===== config.mk =====
export PLATFORM = sky130hd
export DESIGN_NAME = serial_loader
export DESIGN_NICKNAME = d
export VERILOG_FILES = /design/src/rtl/serial_loader.sv
export SDC_FILE = /design/constraint.sdc
export NUM_CORES = 1
export LEC_CHECK = 0
export BUFFER_PORTS_ARGS = -buffer_cell sky130_fd_sc_hd__buf_2
export CAP_MARGIN = 25
export CORE_UTILIZATION = 50
export CTS_CLUSTER_DIAMETER = 120
export DETAILED_ROUTE_END_ITERATION = 8
export PLACE_DENSITY = 0.71
export RECOVER_POWER = 50
export SLEW_MARGIN = 20
export SYNTH_ARGS = -nofsm -noshare
export SYNTH_HDL_FRONTEND = slang
export SYNTH_SLANG_ARGS = --single-unit

===== constraint.sdc =====
create_clock -name clock -period 2.2 [get_ports clock]
set_input_delay 0 -clock clock [delete_from_list [all_inputs] [get_ports clock]]
set_output_delay 0 -clock clock [all_outputs]
set_load 0.005 [all_outputs]

===== src/rtl/serial_loader.sv =====
// ============================================================================
// Module   : serial_loader
// Purpose  : Bit-serial, MSB-first front end that assembles WIDTH-bit words
//            for a downstream register; optional even parity via the
//            SERIAL_LOADER_PARITY_EN macro.
// Revision : 1.0
// ============================================================================
`default_nettype none

module serial_loader #(
    parameter int WIDTH   = 6,
    parameter int TIMEOUT = 15
) (
    input  logic                         clock,
    input  logic                         reset,
    input  logic                         bit_in,
    input  logic                         bit_valid,
    output logic [WIDTH-1:0]             out,
    output logic                         enable,
    output logic                         error,
    output logic                         busy,
    output logic [$clog2(WIDTH+1)-1:0]   count
);

    localparam int                 c_cw        = $clog2(WIDTH + 1);
    localparam int                 c_sw        = (WIDTH > 1) ? WIDTH - 1 : 1;
    localparam logic [c_cw-1:0]    c_width_cnt = c_cw'(WIDTH);
    localparam logic [7:0]         c_timeout   = 8'(TIMEOUT);

`ifdef SERIAL_LOADER_PARITY_EN
    typedef enum logic [1:0] {
        S_IDLE   = 2'd0,
        S_SHIFT  = 2'd1,
        S_PARITY = 2'd2
    } state_t;
`else
    typedef enum logic [1:0] {
        S_IDLE  = 2'd0,
        S_SHIFT = 2'd1
    } state_t;
`endif

    state_t             r_state,  w_state_next;
    logic [c_sw-1:0]    r_shift,  w_shift_next;
    logic [c_cw-1:0]    r_count,  w_count_next;
    logic [7:0]         r_idle,   w_idle_next;
    logic [WIDTH-1:0]   r_out,    w_out_next;
    logic               r_enable, w_enable_next;
    logic               r_error,  w_error_next;

    logic [WIDTH-1:0]   w_word;
    logic [c_sw-1:0]    w_shift_keep;
    logic [c_cw-1:0]    w_count_inc;
    logic [7:0]         w_idle_inc;

    assign w_count_inc = r_count + 1'b1;
    assign w_idle_inc  = r_idle + 8'd1;

    // Only the first WIDTH-1 bits need storage; the last bit arrives live.
    generate
        if (WIDTH > 1) begin : g_shift_wide
            assign w_word       = {r_shift, bit_in};
            assign w_shift_keep = w_word[c_sw-1:0];
        end else begin : g_shift_one
            assign w_word       = bit_in;
            assign w_shift_keep = r_shift;
        end
    endgenerate

`ifdef SERIAL_LOADER_PARITY_EN
    logic [WIDTH-1:0]   r_hold, w_hold_next;
    logic               w_parity_ok;

    assign w_parity_ok = ~(^r_hold ^ bit_in);
`endif

    always_ff @(posedge clock or negedge reset) begin
        if (!reset) begin
            r_state  <= S_IDLE;
            r_shift  <= '0;
            r_count  <= '0;
            r_idle   <= '0;
            r_out    <= '0;
            r_enable <= 1'b0;
            r_error  <= 1'b0;
`ifdef SERIAL_LOADER_PARITY_EN
            r_hold   <= '0;
`endif
        end else begin
            r_state  <= w_state_next;
            r_shift  <= w_shift_next;
            r_count  <= w_count_next;
            r_idle   <= w_idle_next;
            r_out    <= w_out_next;
            r_enable <= w_enable_next;
            r_error  <= w_error_next;
`ifdef SERIAL_LOADER_PARITY_EN
            r_hold   <= w_hold_next;
`endif
        end
    end

    always_comb begin
        w_state_next  = r_state;
        w_shift_next  = r_shift;
        w_count_next  = r_count;
        w_idle_next   = r_idle;
        w_out_next    = r_out;
        w_enable_next = 1'b0;
        w_error_next  = 1'b0;
`ifdef SERIAL_LOADER_PARITY_EN
        w_hold_next   = r_hold;
`endif
        case (r_state)
            // IDLE has count 0, so the same accept path serves both states.
            S_IDLE, S_SHIFT: begin
                if (bit_valid) begin
                    w_shift_next = w_shift_keep;
                    w_idle_next  = '0;
                    if (w_count_inc == c_width_cnt) begin
`ifdef SERIAL_LOADER_PARITY_EN
                        w_hold_next   = w_word;
                        w_count_next  = c_width_cnt;
                        w_state_next  = S_PARITY;
`else
                        w_out_next    = w_word;
                        w_enable_next = 1'b1;
                        w_count_next  = '0;
                        w_state_next  = S_IDLE;
`endif
                    end else begin
                        w_count_next = w_count_inc;
                        w_state_next = S_SHIFT;
                    end
                end else if (r_state == S_SHIFT) begin
                    if (w_idle_inc == c_timeout) begin
                        w_error_next = 1'b1;
                        w_count_next = '0;
                        w_idle_next  = '0;
                        w_state_next = S_IDLE;
                    end else begin
                        w_idle_next = w_idle_inc;
                    end
                end
            end
`ifdef SERIAL_LOADER_PARITY_EN
            S_PARITY: begin
                if (bit_valid) begin
                    w_idle_next  = '0;
                    w_count_next = '0;
                    w_state_next = S_IDLE;
                    if (w_parity_ok) begin
                        w_out_next    = r_hold;
                        w_enable_next = 1'b1;
                    end else begin
                        w_error_next = 1'b1;
                    end
                end else if (w_idle_inc == c_timeout) begin
                    w_error_next = 1'b1;
                    w_count_next = '0;
                    w_idle_next  = '0;
                    w_state_next = S_IDLE;
                end else begin
                    w_idle_next = w_idle_inc;
                end
            end
`endif
            default: begin
                w_state_next = S_IDLE;
                w_count_next = '0;
                w_idle_next  = '0;
            end
        endcase
    end

    assign out    = r_out;
    assign enable = r_enable;
    assign error  = r_error;
    assign busy   = (r_state != S_IDLE);
    assign count  = r_count;

endmodule

`default_nettype wire

Word-level counts from Yosys, hierarchy flattened
Cells that the tools add are included.
W data, S select, Z words.
- word-level logic and storage cells: 41
- flip-flop bits (word level): 26
- bits in latches: 0
- memories kept: 0
- bits of input ports: 4
- bits in writable memories: 0
- memory bits (read-only): 0
- $mul: 0
- reduce and logical (&&, ||, !) cells: 6
- add/sub/neg operators: 2
- multiplexer cells: 21
- bitwise logic cells: 0
- div/mod/pow operators: 0
- equal/unequal tests: 5
- shift-type cells: 0
- magnitude comparators: 0
- operators by type and width (kind ; count):
    $mux W8 ; 4
    $mux W3 ; 5
    $add A8 B1 Y8 const B ; 1
    $eq A8 B4 Y1 const B ; 1
    $mux W1 ; 8
    $mux W2 ; 4
    $ne A3 B3 Y1 const B ; 2
    $reduce_and A2 Y1 ; 2
    $add A3 B1 Y3 const B ; 1
    $eq A3 B3 Y1 const B ; 1
    $reduce_and A3 Y1 ; 1
    $eq A2 B1 Y1 const B ; 1
    $logic_not A2 Y1 ; 1
    $reduce_bool A2 Y1 ; 1
    $reduce_or A2 Y1 ; 1

Longest topological paths before layout
Gate-level depths: netlist of run 1.
- depth in word-level cells: 6
- depth in mapped cells: 6
- mapped depth without buffers: 6

Worst setup path after synthesis of run 1
No wires, ideal clock.
- path type: register to register
- start: register r_idle[0]
- end: register r_idle[0]
- stages on the path, launching flop included: 6
- arrival: 1.515 ns
- path buffers: 0
- data required time: 2.080 ns
- period minus slack after synthesis: 1.635 ns
- path slack: 0.565 ns
- cells stage by stage: dfrtp_1 ha_1 xnor2_1 nor4b_4 nand3_2 a31o_2
- word-level cells in the longest chain between the ends: 6
- ends and longest elaborated chain (item ; line ; RTL):
    from (decl) ; 46 ; logic [7:0] r_idle, w_idle_next;
    from (signal assigned) ; 93 ; r_idle <= w_idle_next;
    $add A8 B1 Y8 (*) ; 57 ; assign w_idle_inc = r_idle + 8'd1;
    $eq A8 B4 Y1 ; 136 ; if (w_idle_inc == c_timeout) begin
    $mux W8 (*) ; 136 ;
    $mux W8 (*) ; 135 ; end else if (r_state == S_SHIFT) begin
    $mux W8 (*) ; 117 ; if (bit_valid) begin
    $mux W8 (*) ; 114 ; case (r_state)
Mark *: on every way between the ends. The rest lies on a longest branch, timed or not. The select of a mux whose other input is x is not followed.
A chain may end at the register's enable or synchronous reset.

Worst setup path in the final report of run 1
- start: register r_idle[0]
- end: register r_count[2], in the netlist count[2]
- word-level cells in the longest chain between the ends: 4
- ends and longest elaborated chain (item ; line ; RTL):
    $add A8 B1 Y8 ; 57 ;
    $eq A8 B4 Y1 ; 136 ;
    $ne A3 B3 Y1 (no source line) ; - ;
    $reduce_and A2 Y1 (no source line) ; - ;
    to (signal assigned) ; 92 ; r_count <= w_count_next;
    to (decl) ; 45 ; logic [c_cw-1:0] r_count, w_count_next;
No other way between the ends.

==> flow_summary_export.csv, run 1 <==
group,metric,value,unit
cts,clockRootBuffer,"clkbuf_4",
synthesis,synth_area,1210,sq um
timing,hold_violations,0,
synthesis,synth_common_cells,"dfrtp_1, nor2_1, mux2_2",
cells_and_area,areaGrowthSynthToFinish,11.8,%
detailed_routing,ant_nets,0,
cells_and_area,drive_gt1_share,29.3,%
timing,fin_worst_skew,0.00259,ns
cts,cts_buffers,3,
placement,io_buffer_count,15,
timing,drv_slew,0,
timing,relSlewSlack,11.4,%
synthesis,yosys.area.top_type,"dfrtp_1",
detailed_routing,vias_per_cell,5.34,
cts,cts_tree,"yes",
timing,tightest_slew,1.33,ns
detailed_routing,drtIter0Drc,14,
synthesis,synth_cells,105,
cts,clk_latency,0.31,ns
cts,clk_pin_slew,0.13,ns
cells_and_area,nets,132,
worst_hold_path,min_from,"bit_valid",
detailed_routing,vias,806,
synthesis,synth-edff-count,0,
setup_path,startpoint,"r_idle[0]",
setup_path,required,2.41,ns
grt,grt_max_degree,26,
synthesis,synthArstFlopShare,100,%
floorplan,start_util,53.8,%
timing,rsz0062_at_grt,"false",
grt,first_global_vias,821,
placement,place_hpwl,1440,um
detailed_routing,drt_pass1_iterations,3,
placement,dp_cells,145,
synthesis,avgSynthCellArea,11.6,sq um
pwr,powerDensity,862,nW/um^2
run,drv_cap,0,
grt,grt_usage,18.9,%
floorplan,coreArea,2250,sq um
cts,cts-resized-gates,0,
cts,post_cts_buffers,0,
timing,finalCriticalPeriod,1.75,ns
cts,clockBufferDepth,2,
setup_path,cp-start-kind,"flop",
synthesis,yosysMostFrequentCell,"dfrtp_1",
setup_path,worstSetupPathType,"flop to flop",
floorplan,die_area,2630,sq um
synthesis,netlist.area_leader.share,51.5,%
setup_path,end_kind,"flop",
grt,met1_usage,22.5,%
detailed_routing,wire_per_inst,13.7,um
setup_path,crit_fanout,5,
cts,h-tree-depth,1,
pwr,ir_worst_vdd,0.606,mV
timing,max_freq,0.570,GHz
grt,antenna_found_initial,0,
cells_and_area,diodes,0,
synthesis,ys_top_cells_by_area,"dfrtp_1, mux2_2, nor2_1",
synthesis,synth_warnings,0,
cts,cts_sinks,25,
floorplan,boundaryPins,16,
floorplan,die-height,51.3,um
synthesis,synth.ff_latch_count,25,
grt,use_met3,3.57,%
grt,top_usage_layer,"met2",
timing,fin_crit_sh,79.8,%
synthesis,yosysSeqAreaShare,51.5,%
cts,hold_buffers,2,
worst_hold_path,hold_class,"input pin to flop",
grt,grt_pass1_wl,3580,um
floorplan,die_x,51.3,um
detailed_routing,drc,0,
timing,setup_viol,0,
setup_path,worstPathArrival,1.97,ns
setup_path,timing.rr.start,"r_idle[0]",
grt,overflow,0,
detailed_routing,routed_wl,2070,um
timing,final.setup.tns,0,ns
synthesis,synth_fp_nets,113,
synthesis,synth_flop_cell,"dfrtp_1",
grt,grt_use_met2,32.9,%
cells_and_area,finalNonFillerCells,151,
synthesis,synth.distinct_cells,28,
pwr,leakage,0.607,nW
run_status,outcome,"finished clean",
floorplan,row_count,17,
placement,place.gp.congestion,0.806,
==> layout make-up <==
class	count	area (sq um)
inverters	5	18.8
fillers	218	898
clock buffers	4	26.3
well taps	28	35.0
flip-flops and latches	25	626
repair buffers	17	93.8
multi-input cells	72	557
==> state kept, by name (all words and copies together), names as in the netlist <==
name and count:
r_idle 8, out 6, r_shift 5, count 3, enable 1, error 1, r_state 1
==> cells in the final DEF (no fill, tap or decap), drive strengths merged, types with 2 or more instances in the layout <==
cell and count:
dfrtp 25, nor2 15, buf 14, mux2 12, nand2 7, inv 5, xor2 5, clkbuf 5
ha 4, xnor2 3, nor3 3, a32o 3, nand3 3, a31o 3, nand4 3, nand2b 2
dlygate4sd3 2
==> worst max-delay path: stages, from the launching register on <==
cell	delay [ns]
dfrtp_1	0.46
ha_1	0.28
xnor2_1	0.17
nor4b_4	0.32
nand4_2	0.18
a31o_1	0.26
==> path summary, 6_finish.rpt <==
kind	cells past startpoint	to	slack, ns
min reg2reg	1	out[0]	0.52
max in group asynchronous	2	count[0]	0.93
max	5	count[2]	0.45
min	2	error	0.09
max reg2reg	5	count[2]	0.45
min in group asynchronous	2	r_idle[5]	0.49
==> routing by layer <==
metal	part of all wire, %	vias up
met5	0	-
met4	0.77	0
met3	1.8	2
met2	51	7
met1	46	393
li1	-	404
==> kinds of logic after synthesis <==
family	count (synthesis)	synth area share, %
flops	25	51.5
buf+inv	8	2.58
compound gates	13	9.18
fa+ha+maj	4	4.12
mux	12	11.1
simple gates	35	15.7
xor+xnor	8	5.77
==> stage by stage <==
step / area [sq um] / hold WS (ns) / worst slack (ns) / power (mW) / utilization [%]
floorplan: 1210 / -0.296 / 0.565 / 0.847 / -
global placement: 1310 / 0.0132 / 0.469 / 0.969 / 58.2
detailed placement: 1310 / 0.0258 / 0.460 / 0.981 / 58.2
CTS: 1360 / 0.0760 / 0.429 / 1.19 / 60.2
global route: 1360 / 0.104 / 0.298 / 1.25 / 60.2
finish: 1360 / 0.0877 / 0.445 / 1.17 / 60.2
==> power breakdown <==
part | switching [mW] | total [mW] | internal [mW]
Combinational | 0.138 | 0.321 | 0.183
Clock | 0.128 | 0.199 | 0.0707
Sequential | 0.0830 | 0.649 | 0.566
Total | 0.349 | 1.17 | 0.820
(Power assumes the default switching activity.)
==> run 2: changes to the inputs <==
--- a/config.mk
+++ b/config.mk
@@ -5,12 +5,13 @@
 export SDC_FILE = /design/constraint.sdc
 export NUM_CORES = 1
 export LEC_CHECK = 0
+export ABC_AREA = 1
 export BUFFER_PORTS_ARGS = -buffer_cell sky130_fd_sc_hd__buf_2
 export CAP_MARGIN = 25
 export CORE_UTILIZATION = 50
 export CTS_CLUSTER_DIAMETER = 120
 export DETAILED_ROUTE_END_ITERATION = 8
-export PLACE_DENSITY = 0.71
+export PLACE_DENSITY = 0.7
 export RECOVER_POWER = 50
 export SLEW_MARGIN = 20
 export SYNTH_ARGS = -nofsm -noshare
==> constraint.sdc (replaced) <==
create_clock -name clock -period 1.8 [get_ports clock]
set_input_delay 0 -clock clock [delete_from_list [all_inputs] [get_ports clock]]
set_output_delay 0 -clock clock [all_outputs]
set_load 0.005 [all_outputs]
==> run 2 against run 1 <==
Via count up 16%. Global-route usage up 0.34 points. Core utilization up 1.3 points. Largest power group unchanged.
==> flow_summary_export.csv, run 2 <==
group,metric,value,unit
run_status,outcome,"finished clean",
synthesis,avgSynthCellArea,9.27,sq um
timing,drv_slew,0,
grt,grt_pass1_wl,3790,um
pwr,ir_worst_vdd,0.703,mV
grt,first_global_vias,915,
setup_path,worstSetupPathType,"flop to flop",
pwr,leakage,0.672,nW
cts,cts_tree,"yes",
cts,clk_latency,0.30,ns
synthesis,synth_common_cells,"nand2_1, dfrtp_1, inv_1",
floorplan,die-height,52.0,um
synthesis,ys_top_cells_by_area,"dfrtp_1, nand2_1, inv_1",
floorplan,start_util,55.0,%
floorplan,coreArea,2280,sq um
cts,h-tree-depth,1,
setup_path,required,2.00,ns
timing,tightest_slew,1.31,ns
setup_path,max_stage_delay,0.46,ns
placement,place_area,1350,sq um
cts,clk_pin_slew,0.13,ns
timing,max_freq,0.610,GHz
setup_path,worstPathArrival,1.84,ns
synthesis,synth_fp_nets,143,
synthesis,synth.distinct_cells,26,
grt,overflow,0,
setup_path,path_buf_inv,1,
cells_and_area,finalNonFillerCells,182,
cells_and_area,final_common_cell,"nand2_1",
cells_and_area,areaGrowthSynthToFinish,11.7,%
cells_and_area,mostFrequentLayoutCells,"nand2_1, dfrtp_1, inv_1, buf_2, nand3_1",
setup_path,cp-start-kind,"flop",
timing,relSlewSlack,12.5,%
setup_path,startpoint,"r_idle[0]",
cells_and_area,ff_latch_area,626,sq um
cells_and_area,nets,163,
placement,io_buffer_count,15,
timing,fin_worst_skew,0.00145,ns
detailed_routing,ant_nets,0,
synthesis,yosys.area.top_type,"dfrtp_1",
worst_hold_path,min_from,"bit_valid",
setup_path,timing.rr.start,"r_idle[0]",
synthesis,netlist.area_leader.share,50.0,%
cells_and_area,multi_input_area,557,sq um
setup_path,path_delay_family,"simple AND/OR/NAND/NOR gates",
timing,fin_crit_sh,91.1,%
synthesis,synthArstFlopShare,100,%
timing,hold_violations,0,
synthesis,synth.ff_latch_count,25,
cells_and_area,drive_gt1_share,24.0,%
setup_path,cp_slowest_cell,"dfrtp_1",
cells_and_area,diodes,0,
synthesis,synth_warnings,0,
timing,setup_viol,0,
placement,place_hpwl,1660,um
floorplan,row_count,17,
synthesis,synth_area,1250,sq um
synthesis,synth_cells,135,
cells_and_area,largest_register_ffs,8,
cts,clockRootBuffer,"clkbuf_4",
grt,grt_max_degree,26,
cts,clockBufferDepth,2,
grt,grt_usage,19.2,%
cells_and_area,fillCellCount,191,
setup_path,end_kind,"flop",
detailed_routing,drt_pass1_iterations,4,
detailed_routing,drc,0,
pwr,powerDensity,963,nW/um^2
run,drv_cap,0,
cells_and_area,regMostFlops,"r_idle",
floorplan,die_area,2710,sq um
synthesis,yosysSeqAreaShare,50.0,%
floorplan,boundaryPins,16,
detailed_routing,vias_per_cell,5.13,
placement,place.gp.congestion,0.780,
worst_hold_path,hold_class,"input pin to flop",
cts,cts_buffers,3,
timing,rsz0062_at_grt,"false",
detailed_routing,drtIter0Drc,18,
synthesis,synth-edff-count,0,
synthesis,yosysMostFrequentCell,"nand2_1",
detailed_routing,wire_per_inst,11.8,um
detailed_routing,routed_wl,2150,um
cells_and_area,fin_area,1400,sq um
grt,antenna_found_initial,0,
setup_path,crit_top_cell,"nand3_2",
timing,final.setup.tns,0,ns
setup_path,crit_fanout,5,
floorplan,die_x,52.0,um
synthesis,synth_flop_cell,"dfrtp_1",
detailed_routing,vias,934,
placement,dp_cells,176,
timing,finalCriticalPeriod,1.64,ns
setup_path,path_cells,"ha_1, nand2_1, inv_1, nor2_1, nand3_2, nor2_4, nand3_2, nand2_4, o21ai_2",
cts,cts_sinks,25,
[run 2: changes by cell type after synthesis, moves of 4 or more]
cell / before / now
nand2_1: 7 / 34
inv_1: 5 / 15
mux2_2: 12 / 0
nor2_1: 15 / 7
mux2_1: 0 / 4
nor2_4: 0 / 4
nand2_2: 0 / 4
nand3_1: 1 / 8
xor2_1: 5 / 1
[run 2: tightest hold or removal path: cells and delay by family]
family	cells	cell delay, ns
buf+inv	1	0.17
simple gates	2	0.12
[run 2: stage by stage]
stage,utilization (%),setup slack [ns],power (mW),hold WS [ns]
2_1_floorplan,-,0.280,0.977,-0.296
3_3_place_gp,59.4,0.190,1.11,0.0188
3_5_place_dp,59.4,0.169,1.12,0.0205
4_1_cts,61.5,0.148,1.37,0.00695
5_1_grt,61.4,0.00372,1.46,0.0267
6_report,61.4,0.160,1.35,0.0157
[run 2: path summary, 6_finish.rpt]
check / endpoint / slack [ns] / depth (start not counted)
max reg2reg: r_idle[0] / 0.16 / 9
max in group asynchronous: out[2] / 0.54 / 2
min in group asynchronous: r_idle[2] / 0.50 / 2
max: r_idle[0] / 0.16 / 9
min reg2reg: r_shift[4] / 0.49 / 2
min: r_shift[4] / 0.02 / 3
[run 2: cells by family (layout without fill, tap and decap cells)]
kind of cell    after synthesis  count (layout)  synth area share [%]
mux                           4               4                  3.60
fa+ha+maj                     4               4                  4.00
xor+xnor                      1               1                 0.700
flops                        25              25                  50.0
compound gates               15              15                  7.80
simple gates                 68              68                  28.4
buf+inv                      18              37                  5.50
[run 2: layout make-up]
cell class,count,area share (%)
Timing Repair Buffer,17,6.71
Multi-Input combinational cell,92,39.8
Sequential cell,25,44.8
Inverter,16,4.30
Clock buffer,4,1.88
Tap cell,28,2.51
[run 2: per-layer routing]
layer	share of wire [%]	up-vias	GRT usage [%]
li1	-	476	-
met1	46	444	23.5
met2	51	12	34.2
met3	2.0	2	1.75
met4	1.2	0	8.11
met5	0	-	0
[run 2: what timing repair did]
action | CTS | global route
hold endpoints to repair | 27 | 0
hold buffers | 2 | 0
resized for setup | 0 | 0
setup buffers | 0 | 0
[run 2: report_power, final]
group / total (mW) / internal, mW / switching (mW)
clock: 0.239 / 0.0863 / 0.153
combinational: 0.349 / 0.173 / 0.177
sequential: 0.758 / 0.677 / 0.0811
total: 1.35 / 0.936 / 0.410
==> run 3: changes to the inputs <==
--- a/config.mk
+++ b/config.mk
@@ -5,14 +5,15 @@
 export SDC_FILE = /design/constraint.sdc
 export NUM_CORES = 1
 export LEC_CHECK = 0
-export ABC_AREA = 1
+export ABC_AREA = 0
 export BUFFER_PORTS_ARGS = -buffer_cell sky130_fd_sc_hd__buf_2
 export CAP_MARGIN = 25
 export CORE_UTILIZATION = 50
 export CTS_CLUSTER_DIAMETER = 120
 export DETAILED_ROUTE_END_ITERATION = 8
-export PLACE_DENSITY = 0.7
+export PLACE_DENSITY = 0.71
 export RECOVER_POWER = 50
+export SETUP_SLACK_MARGIN = 0.2
 export SLEW_MARGIN = 20
 export SYNTH_ARGS = -nofsm -noshare
 export SYNTH_HDL_FRONTEND = slang
==> run 3 against run 2 <==
Worst hold slack better by 0.085 ns. Power is 16% higher. Die area is 2.9% lower. First-iteration DRC count is 61% lower. Combinational power is 45% higher. Final area is 8.3% higher.
==> flow_summary_export.csv, run 3 (synthesized netlist as in run 1, its figures left out) <==
group,metric,value,unit
grt,grt_pass1_wl,3840,um
pwr,ir_worst_vdd,0.783,mV
floorplan,start_util,53.8,%
cts,clk_pin_slew,0.13,ns
grt,first_global_vias,868,
timing,tightest_slew,1.31,ns
grt,grt_use_met2,37.1,%
cells_and_area,diodes,0,
pwr,pwr-share-clk,15.5,%
cells_and_area,fin_area,1510,sq um
setup_path,crit_fanout,5,
setup_path,worstSetupPathType,"flop to flop",
setup_path,path_cells,"ha_4, xnor2_4, nor4b_4, nand4_2, a21o_2",
cts,cts_sinks,25,
cts,cts_buffers,3,
detailed_routing,wire_per_inst,14.6,um
cts,h-tree-depth,1,
placement,place_area,1320,sq um
timing,rsz0062_at_grt,"true",
detailed_routing,drt_pass1_iterations,4,
floorplan,die_x,51.3,um
run_status,outcome,"finished clean",
detailed_routing,routed_wl,2330,um
timing,fin_worst_skew,0.00103,ns
setup_path,cp_slowest_cell,"dfrtp_2",
placement,io_buffer_count,15,
timing,max_freq,0.589,GHz
grt,overflow,0,
setup_path,max_stage_delay,0.48,ns
setup_path,cp-start-kind,"flop",
pwr,intPower,1.08,mW
detailed_routing,drtIter0Drc,7,
cts,clk_latency,0.31,ns
floorplan,coreArea,2250,sq um
timing,fin_worst_hold_slack,0.100,ns
grt,met1_usage,23.5,%
pwr,swShare,30.8,%
cts,clockRootBuffer,"clkbuf_4",
cells_and_area,final_common_cell,"dfrtp_1",
detailed_routing,ant_nets,0,
cells_and_area,utilization,67.1,%
cells_and_area,multi_input_area,632,sq um
timing,relSlewSlack,12.6,%
cells_and_area,ff_latch_area,631,sq um
floorplan,die-height,51.3,um
grt,antenna_found_initial,0,
pwr,leakage,0.668,nW
cells_and_area,nets,140,
timing,drv_slew,0,
grt,top_usage_layer,"met2",
run,drv_cap,0,
timing,postLayoutSetupSlackWorst,0.101,ns
cts,clockBufferDepth,2,
floorplan,row_count,17,
cells_and_area,mostFrequentLayoutCells,"dfrtp_1, nor2_1, buf_2, mux2_2",
detailed_routing,drc,0,
grt,grt_max_degree,26,
timing,final.setup.tns,0,ns
cells_and_area,largest_register_ffs,8,
placement,place.gp.congestion,0.774,
floorplan,die_area,2630,sq um
floorplan,boundaryPins,16,
pwr,seq_power_share,52.2,%
placement,place_hpwl,1510,um
pwr,power_switching,480,uW
cells_and_area,drive_gt1_share,42.7,%
placement,pre_cts_slack,0.0634,ns
detailed_routing,vias,854,
cells_and_area,fillCellCount,195,
pwr,total_power,1.56,mW
detailed_routing,vias_per_cell,5.37,
timing,fin_crit_sh,94.4,%
setup_path,worstPathArrival,1.91,ns
pwr,pwr-share-comb,32.3,%
grt,grt_usage,20.0,%
cells_and_area,finalNonFillerCells,159,
worst_hold_path,hold_class,"input pin to flop",
placement,dp_cells,146,
cells_and_area,regMostFlops,"r_idle",
worst_hold_path,hold_depth,2,
grt,use_met3,3.57,%
setup_path,end_kind,"flop",
setup_path,r2r_cells,5,
timing,setup_viol,0,
cells_and_area,areaGrowthSynthToFinish,24.7,%
cts,cts_tree,"yes",
pwr,powerDensity,1030,nW/um^2
timing,finalCriticalPeriod,1.70,ns
setup_path,required,2.01,ns
timing,hold_violations,0,
==> run 3: power by group through the flow <==
stage | Combinational (mW) | Clock [mW] | Sequential, mW
2_1_floorplan | 0.247 | 0 | 0.789
3_3_place_gp | 0.392 | 0 | 0.802
3_5_place_dp | 0.406 | 0 | 0.809
4_1_cts | 0.444 | 0.255 | 0.805
5_1_grt | 0.553 | 0.272 | 0.835
6_report | 0.505 | 0.242 | 0.815
==> run 3: final timing paths <==
kind	from	to	slack (ns)
worst min register to register	out[1]	out[1]	0.52
max in group asynchronous	reset	r_idle[2]	0.44
worst max register to register	r_idle[0]	count[0]	0.10
worst max-delay path	r_idle[0]	count[0]	0.10
worst min-delay path	bit_valid	r_idle[5]	0.10
min in group asynchronous	reset	error	0.50
==> run 3: repair_timing <==
action,CTS,global route
setup buffers,4,3
hold buffers,2,0
pin swaps,8,8
setup endpoints to repair,14,15
hold endpoints to repair,27,0
gates resized for setup,8,9
==> run 3: layer usage <==
layer | up-vias | part of all wire, % | wire length [um]
met3 | 2 | 1.2 | 28
met4 | 0 | 0.52 | 12
met2 | 7 | 56 | 1310
met1 | 429 | 42 | 978
li1 | 416 | - | -
met5 | - | 0 | 0
==> run 3: critical path, delay by kind of cell (launching register included) <==
kind | cells | cell delay (ns)
compound gates | 1 | 0.26
flops | 1 | 0.48
fa+ha+maj | 1 | 0.20
xor+xnor | 1 | 0.13
simple gates | 2 | 0.53
==> run 3: cell type report <==
class	instances	share of cell area [%]
multi-input cells	72	41.7
flip-flops and latches	25	41.7
repair buffers	25	11.2
well taps	28	2.31
clock buffers	3	1.49
inverters	5	1.24
clock inverters	1	0.331
